==> src/rtl/state_sequencer.sv <==
// Display/animation state sequencer feeding variable_clock (45 Hz domain).
// Latency: state updates one clock after a button rising edge or dwell expiry.
// No backpressure: button edges act once in the cycle they are detected.
module state_sequencer #(
   parameter int unsigned DWELL_TICKS = 90,
   parameter int unsigned LAST_STATE  = 15,
   parameter logic [15:0] SLOW_MASK   = 16'h96D8
) (
   input  logic       fourtyfiveHz_clock,
   input  logic       reset,
   input  logic       btn_next,
   input  logic       btn_prev,
   input  logic       btn_pause,
   output logic [4:0] state,
   output logic       state_changed,
   output logic       paused,
   output logic [8:0] dwell_count
);

   localparam logic [4:0] LAST     = 5'(LAST_STATE);
   localparam logic [8:0] LIM_NORM = 9'(DWELL_TICKS - 1);
   localparam logic [8:0] LIM_SLOW = 9'(2 * DWELL_TICKS - 1);

   logic [4:0] state_q, state_d;
   logic [8:0] dwell_q, dwell_d;
   logic       paused_q, paused_d;
   logic       changed_q, changed_d;
   logic       next_hist_q, prev_hist_q, pause_hist_q;

   logic       rise_next, rise_prev, rise_pause;
   logic       step_next, step_prev;
   logic       slow;
   logic [8:0] lim;
   logic [4:0] fwd_state, back_state;

   // Edge detection, step decode and next-state selection in priority order.
   always_comb begin
      rise_next  = btn_next  & ~next_hist_q;
      rise_prev  = btn_prev  & ~prev_hist_q;
      rise_pause = btn_pause & ~pause_hist_q;

      // Simultaneous next+prev cancel each other; auto-advance still applies.
      step_next = rise_next & ~rise_prev;
      step_prev = rise_prev & ~rise_next;

      // States above 15 are never slow.
      slow = (state_q <= 5'd15) && SLOW_MASK[state_q[3:0]];
      lim  = slow ? LIM_SLOW : LIM_NORM;

      // Out-of-range (corrupted) states recover to 0 on any step.
      fwd_state  = (state_q >= LAST) ? 5'd0 : state_q + 5'd1;
      if (state_q > LAST)
         back_state = 5'd0;
      else if (state_q == 5'd0)
         back_state = LAST;
      else
         back_state = state_q - 5'd1;

      state_d   = state_q;
      dwell_d   = dwell_q;
      changed_d = 1'b0;
      paused_d  = paused_q ^ rise_pause;

      if (step_next) begin
         state_d   = fwd_state;
         dwell_d   = 9'd0;
         changed_d = 1'b1;
      end else if (step_prev) begin
         state_d   = back_state;
         dwell_d   = 9'd0;
         changed_d = 1'b1;
      end else if (!paused_q && (dwell_q == lim)) begin
         state_d   = fwd_state;
         dwell_d   = 9'd0;
         changed_d = 1'b1;
      end else if (!paused_q) begin
         dwell_d   = dwell_q + 9'd1;
      end
   end

   // State registers; button history resets high so a held button cannot fire.
   always_ff @(posedge fourtyfiveHz_clock or posedge reset) begin
      if (reset) begin
         state_q      <= 5'd0;
         dwell_q      <= 9'd0;
         paused_q     <= 1'b0;
         changed_q    <= 1'b0;
         next_hist_q  <= 1'b1;
         prev_hist_q  <= 1'b1;
         pause_hist_q <= 1'b1;
      end else begin
         state_q      <= state_d;
         dwell_q      <= dwell_d;
         paused_q     <= paused_d;
         changed_q    <= changed_d;
         next_hist_q  <= btn_next;
         prev_hist_q  <= btn_prev;
         pause_hist_q <= btn_pause;
      end
   end

   assign state         = state_q;
   assign state_changed = changed_q;
   assign paused        = paused_q;
   assign dwell_count   = dwell_q;

endmodule

==> config.mk <==
export PLATFORM = sky130hd
export DESIGN_NAME = state_sequencer
export DESIGN_NICKNAME = d
export VERILOG_FILES = /design/src/rtl/state_sequencer.sv
export SDC_FILE = /design/constraint.sdc
export NUM_CORES = 1
export LEC_CHECK = 0
export BUFFER_PORTS_ARGS = -buffer_cell sky130_fd_sc_hd__buf_2
export CELL_PAD_IN_SITES_DETAIL_PLACEMENT = 1
export CELL_PAD_IN_SITES_GLOBAL_PLACEMENT = 2
export CORE_AREA = 2 2 66 68
export CTS_CLUSTER_DIAMETER = 50
export CTS_CLUSTER_SIZE = 24
export DETAILED_ROUTE_END_ITERATION = 7
export DIE_AREA = 0 0 68 70
export GPL_TIMING_DRIVEN = 0
export PLACE_DENSITY = 0.68
export SLEW_MARGIN = 0
export SYNTH_ARGS = -nofsm -noshare
export SYNTH_HDL_FRONTEND = slang
export SYNTH_SLANG_ARGS = --single-unit
==> constraint.sdc <==
create_clock -name fourtyfiveHz_clock -period 2.3 [get_ports fourtyfiveHz_clock]
set_clock_uncertainty 0.1 [all_clocks]
set_input_delay 0.115 -clock fourtyfiveHz_clock [delete_from_list [all_inputs] [get_ports fourtyfiveHz_clock]]
set_output_delay 0.115 -clock fourtyfiveHz_clock [all_outputs]
set_load 0.05 [all_outputs]
==> metrics.cfg <==
[status]
status = finished with violations
violations = setup timing

[sta]
timing.fmax_mhz = 428.3
worst_pin_slew_ns = 0.7299
rsz0062_at_grt = true
max_slew_margin_pct = 51.29
setup_viol = 2
finalCritPeriodShare_pct = 101.5
hold_viol_final = 0
worst_slack_ns = -0.03469
slew_viol_final = 0
post-route-min-period_ns = 2.335

[cts]
clockRootBuffer = clkbuf_8
cts.clk_slew.worst_paths_ns = 0.07
cts_tree = done
cts_buffers = 3
clkSinkCount = 19
clockBufferDepth = 2
ctsHtreeMaxLevel = 1
clock_latency_ns = 0.26

[synth]
yosysMostFrequentCell = dfrtp_1
synth_edf_count = 0
synthFlopType = dfrtp_1
synth_seq_cells = 19
synthArstFlopShare_pct = 100.0
synth_area_leaders = dfrtp_1, dfstp_2, ha_1
synth.distinct_cells = 39
synth_nets = 128
synth.cell_area_sq_mm = 0.001166
synthTopCellsByCount = dfrtp_1, nor2_1, inv_1, and3_1, ha_1
yosysSeqAreaShare_pct = 41.09
synth.avg_cell_area_sq_um = 9.967
syn_inst = 117
yosys_warnings = 0
yosys.area.top_type = dfrtp_1
synth_top_area_share_pct = 34.33

[critical_path]
path_max_fanout = 6
ff2ff_path_depth = 8
startpoint = state[1]$_DFFE_PP0P_
cp.arrival_ns = 2.38
required_ns = 2.34
cp-start-kind = register
reg2reg_from = state[1]$_DFFE_PP0P_
critical_path_class = reg2reg
crit_path_end_kind = register

[die]
pin_count = 21
dieArea_sq_mm = 0.004760
start_util_pct = 28.14
die_w_um = 68
fp.dieH_um = 70
core_sq_mm = 0.004144
std_cell_rows = 24

[drt]
first_pass_iters = 4
drt_iter0_markers = 48
drt_wl_total_mm = 2.897
ant_nets = 0
drc = 0
vias_per_cell = 4.889
routedWlPerCell_um = 14.00
vias = 1012

[layout]
fin_area_sq_mm = 0.001593
fill_cells = 487
layout.nets = 167
antenna-diode-count = 0
utilization_pct = 38.44
area_growth_pct = 36.59
drive_above_1_share_pct = 39.35

[power]
max-vdd-ir-drop_mv = 0.4310
leakage_nw = 0.7505
p_per_area_mw_per_mm2 = 1137
power.total_mw = 1.811

[placement]
port_buffers = 20
place_area_sq_mm = 0.001395
pre_cts_ws_ns = -0.08710
gp_congestion = 0.8074
dp_hpwl_mm = 2.059

[flow_run]
cap_violations = 0

[global_route]
grt_util_all_layers_pct = 13.40
overflow = 0
grt_pass1_wl_mm = 4.899
grt_pass1_vias = 1041
grt_max_degree = 20
antenna_found_initial = 0

[hold_path]
min_path_cells = 2
hp-start = btn_next
min_path_type = in2reg

==> routing by layer <==
layer / vias to the layer above / global-route usage, % / share of wire [%]
met5: - / 0 / 0
met4: 0 / 4.000 / 1.2
met3: 4 / 1.932 / 3.1
met2: 16 / 20.82 / 48
met1: 504 / 19.06 / 48
li1: 488 / - / -
==> stage by stage <==
stage                     hold WS (ns)  setup TNS, ns  cells
after global placement          0.1310        -0.5913    189
after CTS                       0.4059       -0.03361    203
final                           0.4138       -0.04325    207
after global routing            0.4228        -0.7678    207
after floorplan               -0.03637        -0.6305    117
after detailed placement        0.1322        -0.8251    189
==> worst max-delay path, cell delays in order, from the launching register on <==
cell and delay (ns):
dfrtp_2 0.43, ha_4 0.15, and3_1 0.19, ha_4 0.18
nor2_2 0.07, or4b_1 0.54, buf_6 0.15, nand3_4 0.10
mux2_4 0.31
==> final timing paths <==
kind	to	slack (ns)
max in group asynchronous	state[3]$_DFFE_PP0P_	1.17
min in group asynchronous	state_changed$_DFF_PP0_	0.42
setup / recovery	state[3]$_DFFE_PP0P_	-0.03
setup reg to reg	state[3]$_DFFE_PP0P_	-0.03
hold / removal	next_hist_q$_DFF_PP1_	0.41
hold reg to reg	dwell_count[4]$_DFFE_PP0P_	0.49
==> final cells by class <==
cell class	instances	area, sq um	area share (%)
plain buffers	5	46.29	2.907
clock buffers	3	41.29	2.592
clock inverters	1	5.005	0.3142
inverters	8	32.53	2.042
multi-input cells	86	710.7	44.62
flip-flops and latches	19	484.2	30.40
well taps	52	65.06	4.085
repair buffers	33	207.7	13.04
==> state kept, by name, summed over array words and instances (netlist names) <==
name / flops
dwell_count: 9
state: 5
next_hist_q: 1
pause_hist_q: 1
paused: 1
prev_hist_q: 1
state_changed: 1
==> cell usage in the layout, fill, tap and decap left out, drive strengths merged <==
cell         count
nand2b           4
and4             1
dfrtp           16
nand2            3
o221ai           1
or4b             1
a41o             1
ha               6
nand4bb          1
mux2i            5
a41oi            1
or4              1
and3             6
a221o            1
nor2b            5
a21oi            4
a311o            1
nand3            7
clkinv           1
dfstp            3
o2bb2ai          2
mux2             2
nor3b            1
nor4             2
clkbuf           4
inv              8
nor3             1
xnor2            5
nor4bb           1
buf             33
xor2             4
a31oi            3
or2              1
o211ai           1
dlygate4sd3      4
nor2            14
==> cell families (layout without fill, tap and decap cells) <==
kind of cell / after synthesis / in the layout / share of synthesized area, %
AO/OA/AOI/OAI: 15 / 15 / 10.19
XOR/XNOR: 9 / 9 / 6.759
adder cells (fa/ha/maj): 6 / 6 / 6.438
buffers and inverters: 13 / 50 / 5.578
flip-flops: 19 / 19 / 41.09
multiplexers: 7 / 7 / 6.223
AND/OR/NAND/NOR: 48 / 49 / 23.71
==> repair_timing <==
item / in CTS / in global routing
pin swaps: 3 / 4
hold endpoints to repair: 19 / 0
buffers inserted: 6 / 3
gates resized for setup: 2 / 8
hold buffers: 4 / 0
gates cloned: 0 / 1
endpoints found under the setup margin: 11 / 14
==> power breakdown <==
group / leakage [nW] / internal [mW] / switching (mW)
logic: 0.488 / 0.424 / 0.643
clock network: 0.0255 / 0.120 / 0.112
registers: 0.237 / 0.417 / 0.0953
Power figures use the tool's default switching activity.
